==> src/rtl/keypad_pkg.sv <==
// Shared constants, key codes and FSM state type for the keypad entry block.
package keypad_pkg;

  localparam int KEYS = 12;

  localparam logic [3:0] KEY_STAR = 4'hA;
  localparam logic [3:0] KEY_HASH = 4'hB;

  typedef enum logic [1:0] {
    RELEASE_WAIT = 2'd0,
    IDLE         = 2'd1,
    PRESSED      = 2'd2
  } state_t;

  // Bit position of the highest set bit; only meaningful for one-hot maps.
  function automatic logic [3:0] key_index(input logic [KEYS-1:0] map);
    logic [3:0] idx;
    idx = '0;
    for (int k = 0; k < KEYS; k++) begin
      if (map[k]) idx = 4'(k);
    end
    return idx;
  endfunction

endpackage

==> src/rtl/keypad_debounce.sv <==
// Generic en-strobed debouncer: a bitmap becomes stable after DEBOUNCE
// consecutive identical samples.
module keypad_debounce #(
  parameter int WIDTH    = 12,
  parameter int DEBOUNCE = 3
) (
  input  logic             clk,
  input  logic             rst,
  input  logic             en,
  input  logic [WIDTH-1:0] raw,
  output logic [WIDTH-1:0] stable
);

  localparam int CW = (DEBOUNCE > 1) ? $clog2(DEBOUNCE) : 1;
  localparam logic [CW-1:0] CNT_MAX = CW'(DEBOUNCE - 1);

  logic [WIDTH-1:0] prev;
  logic [CW-1:0]    cnt;
  logic [CW-1:0]    cnt_next;
  logic             same;

  // The counter tracks matches after the first sample of a run, so reaching
  // CNT_MAX means DEBOUNCE identical samples including the current one.
  always_comb begin
    same     = (raw == prev);
    cnt_next = '0;
    if (same) begin
      cnt_next = (cnt == CNT_MAX) ? cnt : cnt + 1'b1;
    end
  end

  always_ff @(posedge clk) begin
    if (rst) begin
      prev   <= '0;
      cnt    <= '0;
      stable <= '0;
    end else if (en) begin
      prev <= raw;
      cnt  <= cnt_next;
      if (same && (cnt_next == CNT_MAX)) stable <= raw;
    end
  end

endmodule

==> src/rtl/keypad_entry.sv <==
// Keypad front end: debounced key events, 4-digit BCD entry buffer with
// backspace ('*') and commit ('#'), driving the 7-segment display inputs.
module keypad_entry
  import keypad_pkg::*;
#(
  parameter int DIGITS   = 4,
  parameter int DEBOUNCE = 3
) (
  input  logic                  clk,
  input  logic                  rst,
  input  logic                  en,
  input  logic [9:0]            numbers,
  input  logic                  asterisk,
  input  logic                  hash,
  output logic                  key_valid,
  output logic [3:0]            key_code,
  output logic [4*DIGITS-1:0]   hexx,
  output logic [DIGITS-1:0]     mask,
  output logic [DIGITS-1:0]     points,
  output logic [4*DIGITS-1:0]   value,
  output logic                  value_valid,
  output logic                  err,
  output logic [1:0]            dbg_state
);

  localparam int CNTW = $clog2(DIGITS + 1);
  localparam logic [CNTW-1:0] FULL = CNTW'(DIGITS);

  logic [KEYS-1:0] raw;
  logic [KEYS-1:0] stable;
  logic [KEYS-1:0] pressed_map;
  logic            raw_idle_seen;
  logic            event_fire;
  logic [CNTW-1:0] count;
  state_t          state;
  state_t          state_next;

  assign raw       = {hash, asterisk, numbers};
  assign dbg_state = state;

  keypad_debounce #(
    .WIDTH    (KEYS),
    .DEBOUNCE (DEBOUNCE)
  ) u_debounce (
    .clk    (clk),
    .rst    (rst),
    .en     (en),
    .raw    (raw),
    .stable (stable)
  );

  // Reset forces stable to zero even with a key held, so leaving
  // RELEASE_WAIT also needs a genuinely idle raw sample since reset.
  always_comb begin
    state_next = state;
    event_fire = 1'b0;
    case (state)
      RELEASE_WAIT: begin
        if ((stable == '0) && raw_idle_seen) state_next = IDLE;
      end
      IDLE: begin
        if ($onehot(stable)) begin
          event_fire = 1'b1;
          state_next = PRESSED;
        end else if (stable != '0) begin
          state_next = RELEASE_WAIT;
        end
      end
      PRESSED: begin
        if (stable == '0) state_next = IDLE;
        else if ((stable & ~pressed_map) != '0) state_next = RELEASE_WAIT;
      end
      default: state_next = RELEASE_WAIT;
    endcase
  end

  always_ff @(posedge clk) begin
    if (rst) begin
      state         <= RELEASE_WAIT;
      pressed_map   <= '0;
      raw_idle_seen <= 1'b0;
      key_valid     <= 1'b0;
      key_code      <= '0;
    end else begin
      state     <= state_next;
      key_valid <= event_fire;
      if (en && (raw == '0)) raw_idle_seen <= 1'b1;
      if (event_fire) begin
        pressed_map <= stable;
        key_code    <= key_index(stable);
      end
    end
  end

  // Entry buffer: newest digit in the low nibble.
  always_ff @(posedge clk) begin
    if (rst) begin
      hexx        <= '0;
      count       <= '0;
      value       <= '0;
      value_valid <= 1'b0;
      err         <= 1'b0;
    end else begin
      value_valid <= 1'b0;
      err         <= 1'b0;
      if (key_valid) begin
        if (key_code == KEY_STAR) begin
          if (count != '0) begin
            hexx  <= hexx >> 4;
            count <= count - 1'b1;
          end
        end else if (key_code == KEY_HASH) begin
          if (count != '0) begin
            value       <= hexx;
            value_valid <= 1'b1;
            hexx        <= '0;
            count       <= '0;
          end else begin
            err <= 1'b1;
          end
        end else if (count == FULL) begin
          err <= 1'b1;
        end else begin
          hexx  <= {hexx[4*DIGITS-5:0], key_code};
          count <= count + 1'b1;
        end
      end
    end
  end

  always_comb begin
    mask   = '0;
    points = '0;
    for (int i = 0; i < DIGITS; i++) begin
      mask[i] = (CNTW'(i) < count);
    end
    points[DIGITS-1] = (count == FULL);
  end

endmodule

==> config.mk <==
export PLATFORM = sky130hd
export DESIGN_NAME = keypad_entry
export DESIGN_NICKNAME = d
export VERILOG_FILES = /design/src/rtl/keypad_pkg.sv /design/src/rtl/keypad_debounce.sv /design/src/rtl/keypad_entry.sv
export SDC_FILE = /design/constraint.sdc
export NUM_CORES = 1
export LEC_CHECK = 0
export ABC_AREA = 1
export BUFFER_PORTS_ARGS = -buffer_cell sky130_fd_sc_hd__buf_2
export CAP_MARGIN = 0
export CORE_UTILIZATION = 52
export CTS_CLUSTER_DIAMETER = 80
export DETAILED_ROUTE_END_ITERATION = 16
export PLACE_DENSITY = 0.82
export SLEW_MARGIN = 20
export SYNTH_ARGS = -nofsm -noshare
export SYNTH_HDL_FRONTEND = slang
export SYNTH_SLANG_ARGS = --single-unit
==> constraint.sdc <==
create_clock -name clk -period 5.2 [get_ports clk]
set_input_delay 0.26 -clock clk [delete_from_list [all_inputs] [get_ports clk]]
set_output_delay 0.26 -clock clk [all_outputs]
set_load 0.02 [all_outputs]
Yosys cells after proc, flatten, opt, wreduce, memory -nomap -nowiden
Index checks and enable logic that the tools add are counted.
Widths: inputs -> output; s select.
{"block": "word_totals", "wordCells": 101, "in_bits": 15, "out_inout_bits": 49, "ff_bits": 83}
{"block": "classes", "n_eq_ne": 15, "bitwise": 5, "n_reduce_logical": 15, "addsub": 14, "mux": 35, "order_cmp": 4}
{"operator": "$mux 16", "count": 5}
{"operator": "$mux 4", "count": 10}
{"operator": "$logic_not 12->1", "count": 2}
{"operator": "$reduce_bool 12->1", "count": 2}
{"operator": "$mux 3", "count": 5}
{"operator": "$mux 2", "count": 7}
{"operator": "$add 1x1->2", "count": 6}
{"operator": "$and 12x12->12", "count": 1}
{"operator": "$eq 12x12->1", "count": 1}
{"operator": "$not 12->12", "count": 1}
{"operator": "$add 2x2->3", "count": 3}
{"operator": "$eq 4x4->1 const B", "count": 2}
{"operator": "$reduce_and 4->1", "count": 2}
{"operator": "$mux 1", "count": 7}
{"operator": "$eq 2x2->1 const B", "count": 3}
{"operator": "$lt 1x3->1 const A", "count": 2}
{"operator": "$lt 2x3->1 const A", "count": 2}
{"operator": "$ne 3x3->1 const B", "count": 2}
{"operator": "$pmux 2 s3", "count": 1}
{"operator": "$add 3x3->4", "count": 1}
{"operator": "$add 4x3->4", "count": 1}
{"operator": "$eq 4x1->1 const B", "count": 1}
{"operator": "$ne 2x2->1 const B", "count": 2}
{"operator": "$reduce_or 4->1", "count": 1}
{"operator": "other kinds (14)", "count": 18}

Longest topological paths before layout
Gate-level depths: netlist of run 1.
{"block": "depth", "ltp_word": 11, "depth_mapped": 18, "mapped_depth_nobuf": 18}

Hierarchy
A second synthesis of run 1 with hierarchy kept.
{"block": "unflattened", "cells_unflattened": 598, "hier_area_um2": 4144.0}
{"mod": "keypad_entry", "area_each_um2": 2912.8, "cells_per_inst": 408, "seq_area_each_um2": 1141.1, "instances": 1}
{"mod": "keypad_debounce", "area_each_um2": 1231.2, "cells_per_inst": 190, "seq_area_each_um2": 520.5, "instances": 1}

Least setup slack after synthesis of run 1
No wires, ideal clock.
{"block": "synth_timing", "path_type": "flip-flop to flip-flop", "from": "reg u_debounce.stable[0]", "to": "reg key_code[0]", "period_less_slack_ns": 3.947, "t_arrival_ns": 3.819, "path_slack_ns": 1.253, "setup_time_ns": 0.128, "stages_incl_launch_ff": 18, "path_cell_list": "dfxtp_1 fa_1 fa_1 inv_1 fa_1 fa_1 inv_1 ha_1 inv_1 fa_1 nand2_1 nor3_1 nand3_1 inv_1 buf_2 o21ai_0 a21oi_1 nor2_1"}
{"block": "synth_between", "elab_chain_cells": 7}
{"item": "from (decl)", "line_no": "keypad_debounce.sv:11", "text": "output logic [WIDTH-1:0] stable"}
{"item": "from (signal assigned)", "line_no": "keypad_debounce.sv:40", "text": "if (same && (cnt_next == CNT_MAX)) stable <= raw;"}
{"item": "$add 1x1->2 (not written as such)", "line_no": "keypad_entry.sv:62", "text": "if ($onehot(stable)) begin"}
{"item": "$add 2x2->3 (not written as such)", "line_no": "keypad_entry.sv:62"}
{"item": "$add 3x3->4 (not written as such)", "line_no": "keypad_entry.sv:62"}
{"item": "$add 4x3->4 (not written as such)", "line_no": "keypad_entry.sv:62"}
{"item": "$eq 4x1->1", "line_no": "keypad_entry.sv:62"}
{"item": "$mux 1", "line_no": "keypad_entry.sv:62"}
{"item": "$mux 1", "line_no": "keypad_entry.sv:57", "text": "case (state)"}
{"item": "to (signal assigned)", "line_no": "keypad_entry.sv:90", "text": "key_code <= key_index(stable);"}
{"item": "to (decl)", "line_no": "keypad_entry.sv:16", "text": "output logic [3:0] key_code,"}
No other way between the ends.
A chain may end at the register's enable or synchronous reset.

Final worst setup path of run 1
{"block": "layout_timing", "from": "reg u_debounce.stable[7]", "to": "reg key_code[0]"}
{"block": "layout_between", "elab_chain_cells": 7, "word_cells_on_any_way": 12}
{"item": "$add 1x1->2 (not written as such)", "line_no": "keypad_entry.sv:62"}
{"item": "$add 2x2->3 (not written as such)", "line_no": "keypad_entry.sv:62"}
{"item": "$add 3x3->4 (not written as such)", "line_no": "keypad_entry.sv:62"}
{"item": "$add 4x3->4 (not written as such)", "line_no": "keypad_entry.sv:62"}
{"item": "$eq 4x1->1", "line_no": "keypad_entry.sv:62"}
{"item": "$mux 1", "line_no": "keypad_entry.sv:62"}
{"item": "$mux 1", "line_no": "keypad_entry.sv:57"}
Several ways; a longest one is shown, not always the timed one.

==> flow_summary_export.csv, run 1 <==
group,metric,value,unit
clocking,clk_path_buf_depth,2,
place,gp_congestion,0.888,
min_path,hp-class,"primary input to flip-flop",
floorplan,ios,64,
job,cap_violations,0,
clocking,cts_root_buffer,"clkbuf_8",
drt,ant_nets,0,
synthesis,ys_seq_elements,83,
timing,fin_crit_sh,84.7,%
clocking,cts_setup_buffers,0,
clocking,htreeDepth,3,
synthesis,synthTopCellsByCount,"nand2_1 (120), dfxtp_1 (83), inv_1 (77)",
power,p_total,1.24,mW
floorplan,core,7370,um^2
floorplan,die_w,90.0,um
floorplan,start_util,54.7,%
global_route,overflow,0,
place,placed_cells_incl_taps,701,
drt,drt_pass1_iterations,8,
floorplan,die_y,90.0,um
floorplan,die_area,8100,um^2
timing,skew,0.0138,ns
timing,fmax,0.227,GHz
finish,fin_cells,717,
global_route,grt_max_degree,51,
synthesis,ys_seq_area_share,41.2,%
finish,fill_cells,674,
synthesis,yosysTopAreaCellShare,41.2,%
timing,slew_violations,0,
place,place_hpwl,6.48,mm
finish,antennaDiodeCount,0,
clocking,cts_resized,0,
synthesis,synth_area_leaders,"dfxtp_1 (41%), nand2_1 (11%), inv_1 (7.2%)",
timing,setup-tns-final,0,ns
critical_path,required,5.43,ns
finish,final_layout_size_suffix_gt1_share,14.2,%
critical_path,crit_path_top_delay_cell,"fa_1",
critical_path,critPathMaxStageDelay,0.49,ns
clocking,clock-sinks,83,
finish,seq_area,1660,um^2
synthesis,syn_area_per_cell,7.09,um^2
power,peakVddDrop,0.208,mV
drt,postRouteWirelength,9.07,mm
power,p_leak,2.13,nW
place,port_buffers,60,
global_route,grt_pass1_vias,3386,
critical_path,reg2reg_slack,0.79,ns
drt,drtIter0Drc,273,
global_route,antenna_found_initial,0,
synthesis,synth_cell_types,31,
critical_path,critPathLaunchType,"flip-flop",
timing,slew_headroom,38.0,%
status,status,"complete, no violations",
critical_path,arrival,4.64,ns
critical_path,crit_chain,"fa_1 > fa_1 > inv_1 > fa_1 > fa_1 > inv_1 > ha_1 > inv_1 > fa_1 > nand2_1 > nor3_1 > nand3_1 > buf_4 > inv_1 > o21ai_0 > a21oi_1 > nor2_1",
synthesis,synthFlopType,"dfxtp_1",
floorplan,fp-row-count,31,
synthesis,netlist_instances,568,
place,placed_cell_area,4320,um^2
drt,avgViaCountPerCell,5.27,
timing,finalSetupViolCount,0,
drt,drcViolationCount,0,
clocking,tritoncts,"yes",
synthesis,async_reset_ff_share,0,%
drt,wl_per_cell,12.6,um
synthesis,syn_area,4030,um^2
power,power_density,272,nW/um^2
critical_path,critPathCaptureType,"flip-flop",
finish,fin_area,4550,um^2
drt,vias,3780,
timing,worstMarginPinSlew,0.927,ns
clocking,numCtsBuffers,9,
synthesis,ys_warn_count,0,
clocking,cts_hold_buf,0,
critical_path,crit_family,"adder cells",
critical_path,critical_path_class,"flip-flop to flip-flop",
critical_path,cp_common_cell,"fa_1",
synthesis,yosys.area.top_type,"dfxtp_1",
timing,layout_min_cycle_time,4.41,ns
critical_path,path_max_fanout,21,
synthesis,yosysMostFrequentCell,"nand2_1",
finish,multi_input_area,1910,um^2
timing,final_hold_viol_count,0,
synthesis,synth_edf_count,0,
finish,area_growth,13.0,%
global_route,grt_pass1_wl,15.4,mm
clocking,clk_latency,0.37,ns
global_route,grtUsageTotal,23.1,%
critical_path,path_buf_inv,5,
timing,rsz0062_at_grt,"no",
clocking,cts.clk_slew.worst_paths,0.08,ns
finish,nets,645,
## final timing paths
path / end / cells past startpoint / from
worst max-delay path: key_code[0] / 17 / u_debounce.stable[7]
worst min-delay path: u_debounce.stable[7] / 3 / numbers[7]
worst max register to register: key_code[0] / 17 / u_debounce.stable[7]
worst min register to register: pressed_map[8] / 2 / pressed_map[8]
## layout by cell type (no fill, tap or decap), types with 3 or more instances in the layout
| master | Yosys | routed |
|---|---|---|
| a31oi_1 | 4 | 4 |
| o21ai_1 | 16 | 16 |
| inv_6 | 0 | 3 |
| nor2_1 | 59 | 59 |
| o21ai_0 | 35 | 35 |
| clkbuf_8 | 0 | 9 |
| conb_1 | 1 | 3 |
| xnor2_1 | 3 | 3 |
| inv_2 | 6 | 6 |
| nand4_1 | 4 | 4 |
| ha_1 | 10 | 10 |
| buf_2 | 10 | 60 |
| nand2_1 | 120 | 120 |
| a211oi_1 | 8 | 8 |
| o22ai_1 | 6 | 6 |
| fa_1 | 7 | 7 |
| a21oi_1 | 57 | 57 |
| nand3_1 | 26 | 26 |
| dfxtp_1 | 83 | 83 |
| nor3_1 | 5 | 5 |
| inv_1 | 77 | 77 |
## worst min-delay path, cell delays in order
cell and delay [ns]:
buf_2 0.11, nor2_1 0.05, nor2_1 0.08
## area by class of cell
type	count	share of cell area [%]
Multi-Input combinational cell	373	41.9
Clock inverter	7	2.31
Sequential cell	83	36.5
Clock buffer	9	2.72
Inverter	84	6.92
Tap cell	99	2.72
Timing Repair Buffer	62	6.92
## cells by family after synthesis
kind of cell               after synthesis  share of synthesized area, %
AOI/OAI and AO/OA                      129                          17.1
xor gates and xnor gates                 3                         0.652
adders and majority gates               17                          6.58
buffers and inverters                  114                          11.6
DFF                                     83                          41.2
other                                    1                        0.0931
and+or+nand+nor                        221                          22.7
## sequential cells by signal, summed over array words and instances, names as in the netlist
| signal | count |
|---|---|
| value | 16 |
| u_debounce.stable | 12 |
| value_valid | 1 |
| pressed_map | 12 |
| key_code | 4 |
| key_valid | 1 |
| raw_idle_seen | 1 |
| dbg_state | 2 |
| count | 3 |
| err | 1 |
| hexx | 16 |
| u_debounce.prev | 12 |
| u_debounce.cnt | 2 |
## metal layers
layer	track usage, %	part of all wire, %	up-vias
met5	0	0	-
met4	6.72	1.7	0
met3	5.75	5.3	14
met2	39.5	49	133
met1	28.8	44	1735
li1	-	-	1898
## stage by stage
step	util, %	hold slack, ns	setup slack (ns)
final	61.8	0.179	0.794
after floorplan	-	0.395	1.25
after CTS	61.8	0.174	0.799
after detailed placement	58.7	0.443	0.809
after global routing	61.8	0.193	0.530
after global placement	58.7	0.442	0.982
## report_power, final
part | internal, mW | leakage (nW) | switching (mW)
Combinational | 0.0187 | 1.35 | 0.0400
Sequential | 0.643 | 0.671 | 0.00516
Clock | 0.279 | 0.113 | 0.255
Total | 0.940 | 2.13 | 0.300
No activity file was read; power rests on OpenSTA's default activity.
==> run 2, diff against run 1 <==
==> constraint.sdc (replaced) <==
create_clock -name clk -period 4.55 [get_ports clk]
set_input_delay 0.2275 -clock clk [delete_from_list [all_inputs] [get_ports clk]]
set_output_delay 0.2275 -clock clk [all_outputs]
set_load 0.02 [all_outputs]
==> run 2 against run 1 <==
Net effect: worst hold slack got worse by 0.035 ns; setup slack got worse by 0.35 ns; critical path type unchanged; critical endpoint unchanged; core utilization down 0.46 points.
==> flow_summary_export.csv, run 2 (same netlist as run 1, synthesis figures left out) <==
group,metric,value,unit
timing,fin_crit_sh,90.3,%
place,place_hpwl,6.56,mm
finish,final_common_cell,"nand2_1",
finish,multi_input_area,1910,um^2
finish,final_cell_mix,"nand2_1 (120), dfxtp_1 (83), inv_1 (76), buf_2 (60), nor2_1 (59)",
finish,final_layout_size_suffix_gt1_share,14.4,%
finish,fill_cells,671,
min_path,hp-class,"primary input to flip-flop",
min_path,hold_start,"numbers[1]",
power,power_density,291,nW/um^2
clocking,cts.clk_slew.worst_paths,0.09,ns
global_route,grtUsageTotal,23.5,%
status,status,"complete, no violations",
floorplan,ios,64,
job,cap_violations,0,
power,p_leak,2.11,nW
timing,setup-tns-final,0,ns
timing,final_hold_viol_count,0,
clocking,cts_root_buffer,"clkbuf_8",
timing,slew_headroom,36.6,%
global_route,antenna_found_initial,0,
clocking,tritoncts,"yes",
min_path,min_to,"u_debounce.stable[1]",
floorplan,core,7370,um^2
timing,rsz0062_at_grt,"no",
timing,worstMarginPinSlew,0.948,ns
finish,nets,645,
drt,drcViolationCount,0,
finish,reg_top3,"hexx x16, value x16",
clocking,clk_latency,0.36,ns
critical_path,reg2reg_depth,16,
finish,area_growth,12.2,%
drt,postRouteWirelength,9.06,mm
floorplan,die_area,8100,um^2
floorplan,start_util,54.7,%
clocking,htreeDepth,3,
place,placed_cells_incl_taps,701,
clocking,numCtsBuffers,9,
critical_path,critical_path_class,"flip-flop to flip-flop",
drt,drtIter0Drc,359,
critical_path,critPathCaptureType,"flip-flop",
place,gp_congestion,0.947,
critical_path,r2r-end,"key_code[0]",
floorplan,die_w,90.0,um
critical_path,required,4.84,ns
drt,drt_pass1_iterations,5,
drt,vias,3777,
timing,slew_violations,0,
drt,ant_nets,0,
timing,fmax,0.243,GHz
global_route,overflow,0,
timing,skew,0.0128,ns
clocking,clock-sinks,83,
global_route,grt_max_degree,34,
critical_path,critPathLaunchType,"flip-flop",
drt,avgViaCountPerCell,5.27,
drt,wl_per_cell,12.6,um
global_route,grt_pass1_wl,15.7,mm
critical_path,arrival,4.40,ns
finish,antennaDiodeCount,0,
floorplan,die_y,90.0,um
power,peakVddDrop,0.217,mV
critical_path,path_max_fanout,20,
finish,fin_cells,717,
place,port_buffers,60,
global_route,grt_pass1_vias,3443,
timing,finalSetupViolCount,0,
clocking,cts_hold_buf,0,
timing,layout_min_cycle_time,4.11,ns
finish,seq_area,1660,um^2
critical_path,rr_startpoint,"u_debounce.stable[7]",
min_path,hold_path_depth,3,
clocking,clk_path_buf_depth,2,
critical_path,reg2reg_slack,0.44,ns
floorplan,fp-row-count,31,
==> run 2: changes by cell type in the layout (fill, tap and decap cells not counted), sizes merged <==
cell and change:
bufinv -2, clkinvlp +1, inv -1, clkinv +2
==> run 2: area by class of cell <==
class	instances	area share [%]
Clock buffer	9	2.74
Clock inverter	7	1.58
Inverter	84	6.98
Multi-Input combinational cell	373	42.2
Sequential cell	83	36.8
Tap cell	99	2.74
Timing Repair Buffer	62	6.98
==> run 2: worst max-delay path by stage <==
stage          slack (ns)     endpoint                 start  cells past startpoint
6_report             0.44  key_code[0]  u_debounce.stable[7]                     16
4_1_cts              0.36  key_code[2]  u_debounce.stable[7]                     17
3_3_place_gp         0.52  key_code[2]  u_debounce.stable[0]                     17
3_5_place_dp         0.37  key_code[2]  u_debounce.stable[7]                     17
2_1_floorplan        0.60  key_code[0]  u_debounce.stable[0]                     17
5_1_grt              0.11  key_code[2]  u_debounce.stable[7]                     17
==> run 2: layer usage <==
metal	up-vias	global-route usage, %	wire, um
li1	1902	-	-
met1	1721	30.2	4070
met2	138	38.2	4200
met3	16	5.75	589
met4	0	9.01	199
met5	-	0	0
==> run 2: where the power goes <==
group / internal (mW) / switching [mW]
clock network: 0.213 / 0.296
logic: 0.0214 / 0.0463
registers: 0.734 / 0.00579
total: 0.969 / 0.348
==> run 2: timing repair <==
action / 4_1_cts / 5_1_grt
endpoints found under the setup margin: 0 / 1
buffers inserted: 0 / 0
gates resized for setup: 0 / 1
==> run 2: worst max-delay path, stage by stage, from the launching register on <==
cell and delay [ns]:
dfxtp_1 0.44, fa_1 0.47, fa_1 0.49, inv_1 0.05, fa_1 0.49, fa_1 0.41
inv_1 0.06, ha_1 0.15, inv_1 0.05, fa_1 0.47, nand2_1 0.05, nor3_1 0.21
nand3_1 0.14, buf_4 0.23, nor2_1 0.14, a21oi_1 0.08, nor2_1 0.08
==> run 2: metrics by stage <==
step,worst slack (ns),area (um^2),hold slack (ns),power [mW],utilization [%]
after global placement,0.521,4320,0.438,0.821,58.7
after global routing,0.112,4520,0.160,1.37,61.3
final,0.443,4520,0.144,1.32,61.3
after CTS,0.355,4520,0.132,1.33,61.3
after floorplan,0.603,4040,0.362,0.804,-
after detailed placement,0.367,4320,0.447,0.824,58.7
==> run 3, diff against run 2 <==
--- a/config.mk
+++ b/config.mk
@@ -11,7 +11,7 @@
 export CORE_UTILIZATION = 52
 export CTS_CLUSTER_DIAMETER = 80
 export DETAILED_ROUTE_END_ITERATION = 16
-export PLACE_DENSITY = 0.82
+export PLACE_DENSITY = 0.74
 export SLEW_MARGIN = 20
 export SYNTH_ARGS = -nofsm -noshare
 export SYNTH_HDL_FRONTEND = slang
==> run 3 against run 2 <==
Net effect: sequential power about the same; critical path type unchanged; sequential cell count stayed put; critical path depth stayed put; largest cell class unchanged; combinational power increased by 1%; clock-buffer cell count stayed put; core utilization is 0.39 points higher; highest routed layer unchanged; wire length up 3.2%.
==> flow_summary_export.csv, run 3 (same netlist as run 1, synthesis figures left out) <==
group,metric,value,unit
status,status,"complete, no violations",
timing,slew_violations,0,
power,swShare,23.5,%
critical_path,crit_family,"adder cells",
timing,fin_crit_sh,90.8,%
critical_path,crit_chain,"fa_1 > fa_1 > inv_1 > fa_1 > fa_1 > inv_1 > ha_1 > inv_1 > fa_1 > nand2_1 > nor3_1 > nand3_1 > buf_4 > nor2_1 > a21oi_1 > nor2_1",
timing,slew_headroom,36.2,%
drt,drtIter0Drc,193,
finish,nets,645,
finish,final_layout_size_suffix_gt1_share,14.4,%
global_route,use_met3,3.72,%
critical_path,arrival,4.42,ns
timing,skew,0.00822,ns
clocking,clk_path_buf_depth,2,
place,place_hpwl,6.70,mm
floorplan,start_util,54.7,%
critical_path,critPathLaunchType,"flip-flop",
place,placed_cell_area,4320,um^2
timing,fmax,0.242,GHz
power,comb_power_share,4.9,%
power,p_sw,0.328,mW
clocking,clock-sinks,83,
place,port_buffers,60,
critical_path,critPathMaxStageDelay,0.49,ns
clocking,numCtsBuffers,9,
min_path,hp-class,"primary input to flip-flop",
critical_path,crit_path_top_delay_cell,"fa_1",
floorplan,fp-row-count,31,
critical_path,path_buf_inv,4,
finish,reg_top3,"hexx x16, value x16",
clocking,htreeDepth,3,
global_route,overflow,0,
place,gp_congestion,0.906,
power,p_leak,2.13,nW
critical_path,path_max_fanout,20,
drt,drcViolationCount,0,
power,power_density,307,nW/um^2
timing,final_hold_viol_count,0,
finish,area_growth,12.9,%
finish,final_common_cell,"nand2_1",
finish,antennaDiodeCount,0,
global_route,grt_max_degree,34,
critical_path,critical_path_class,"flip-flop to flip-flop",
clocking,tritoncts,"yes",
global_route,grt_pass1_vias,3525,
power,peakVddDrop,0.227,mV
global_route,grtUsageTotal,24.2,%
finish,seq_area,1660,um^2
timing,worstMarginPinSlew,0.955,ns
critical_path,required,4.83,ns
clocking,cts.clk_slew.worst_paths,0.08,ns
drt,wl_per_cell,13.0,um
power,pwr-share-seq,52.9,%
floorplan,die_area,8100,um^2
finish,final_cell_mix,"nand2_1 (120), dfxtp_1 (83), inv_1 (76), buf_2 (60), nor2_1 (59)",
drt,postRouteWirelength,9.35,mm
floorplan,die_w,90.0,um
drt,ant_nets,0,
clocking,cts_root_buffer,"clkbuf_8",
finish,fin_area,4550,um^2
drt,vias,3719,
global_route,top_usage_layer,"met2",
clocking,cts_setup_buffers,0,
finish,fill_cells,695,
global_route,use_met1,30.3,%
drt,drt_pass1_iterations,4,
timing,rsz0062_at_grt,"no",
drt,avgViaCountPerCell,5.19,
finish,multi_input_area,1910,um^2
timing,finalSetupViolCount,0,
power,p_int,1.07,mW
floorplan,core,7370,um^2
job,cap_violations,0,
global_route,antenna_found_initial,0,
power,clkPwrFrac,42.2,%
global_route,use_met2,42.2,%
critical_path,critPathCaptureType,"flip-flop",
clocking,clk_latency,0.35,ns
timing,setup-tns-final,0,ns
global_route,grt_pass1_wl,16.1,mm
floorplan,ios,64,
timing,layout_min_cycle_time,4.13,ns
critical_path,cp_common_cell,"fa_1",
floorplan,die_y,90.0,um
run 3: worst reg2reg max path, stage by stage (launching register included):
cell	delay [ns]
dfxtp_1	0.45
fa_1	0.47
fa_1	0.49
inv_1	0.05
fa_1	0.49
fa_1	0.41
inv_1	0.07
ha_1	0.16
inv_1	0.05
fa_1	0.47
nand2_1	0.05
nor3_1	0.22
nand3_1	0.14
buf_4	0.23
nor2_1	0.15
a21oi_1	0.09
nor2_1	0.07
run 3: through the flow:
| step | power (mW) | util [%] | worst slack (ns) | std cells | hold slack (ns) |
|---|---|---|---|---|---|
| 5_1_grt | 1.45 | 61.7 | 0.105 | 717 | 0.165 |
| 6_report | 1.40 | 61.7 | 0.417 | 717 | 0.161 |
| 3_3_place_gp | 0.822 | 58.7 | 0.468 | 701 | 0.441 |
| 4_1_cts | 1.41 | 61.7 | 0.312 | 717 | 0.144 |
| 3_5_place_dp | 0.825 | 58.7 | 0.328 | 701 | 0.446 |
| 2_1_floorplan | 0.804 | - | 0.603 | 570 | 0.362 |
run 3: final cells by class:
cell class,instances,area share (%)
multi-input cells,373,42.0
flip-flops and latches,83,36.5
repair buffers,62,6.93
inverters,84,6.93
clock buffers,9,2.72
well taps,99,2.72
clock inverters,7,2.20
run 3: power by group through the flow:
stage	registers (mW)	logic (mW)	clock network [mW]
finish	0.740	0.0685	0.589
global route	0.742	0.0782	0.628
CTS	0.740	0.0682	0.599
detailed placement	0.757	0.0680	0
global placement	0.756	0.0654	0
floorplan	0.757	0.0468	0
run 3: layer usage:
layer | vias up | share of wire [%] | wire length (um)
met5 | - | 0 | 0
met4 | 0 | 0.94 | 88
met3 | 8 | 4.5 | 419
met2 | 100 | 50 | 4640
met1 | 1717 | 45 | 4210
li1 | 1894 | - | -
run 3: final timing paths:
kind | from | endpoint | slack (ns) | depth (start not counted)
max | u_debounce.stable[7] | key_code[0] | 0.42 | 16
min | numbers[0] | u_debounce.stable[0] | 0.16 | 3
max reg2reg | u_debounce.stable[7] | key_code[0] | 0.42 | 16
min reg2reg | pressed_map[0] | pressed_map[0] | 0.46 | 2
run 3: what timing repair did:
action	4_1_cts	5_1_grt
hold buffers	0	0
endpoints found under the setup margin	0	1
gates resized for setup	0	1
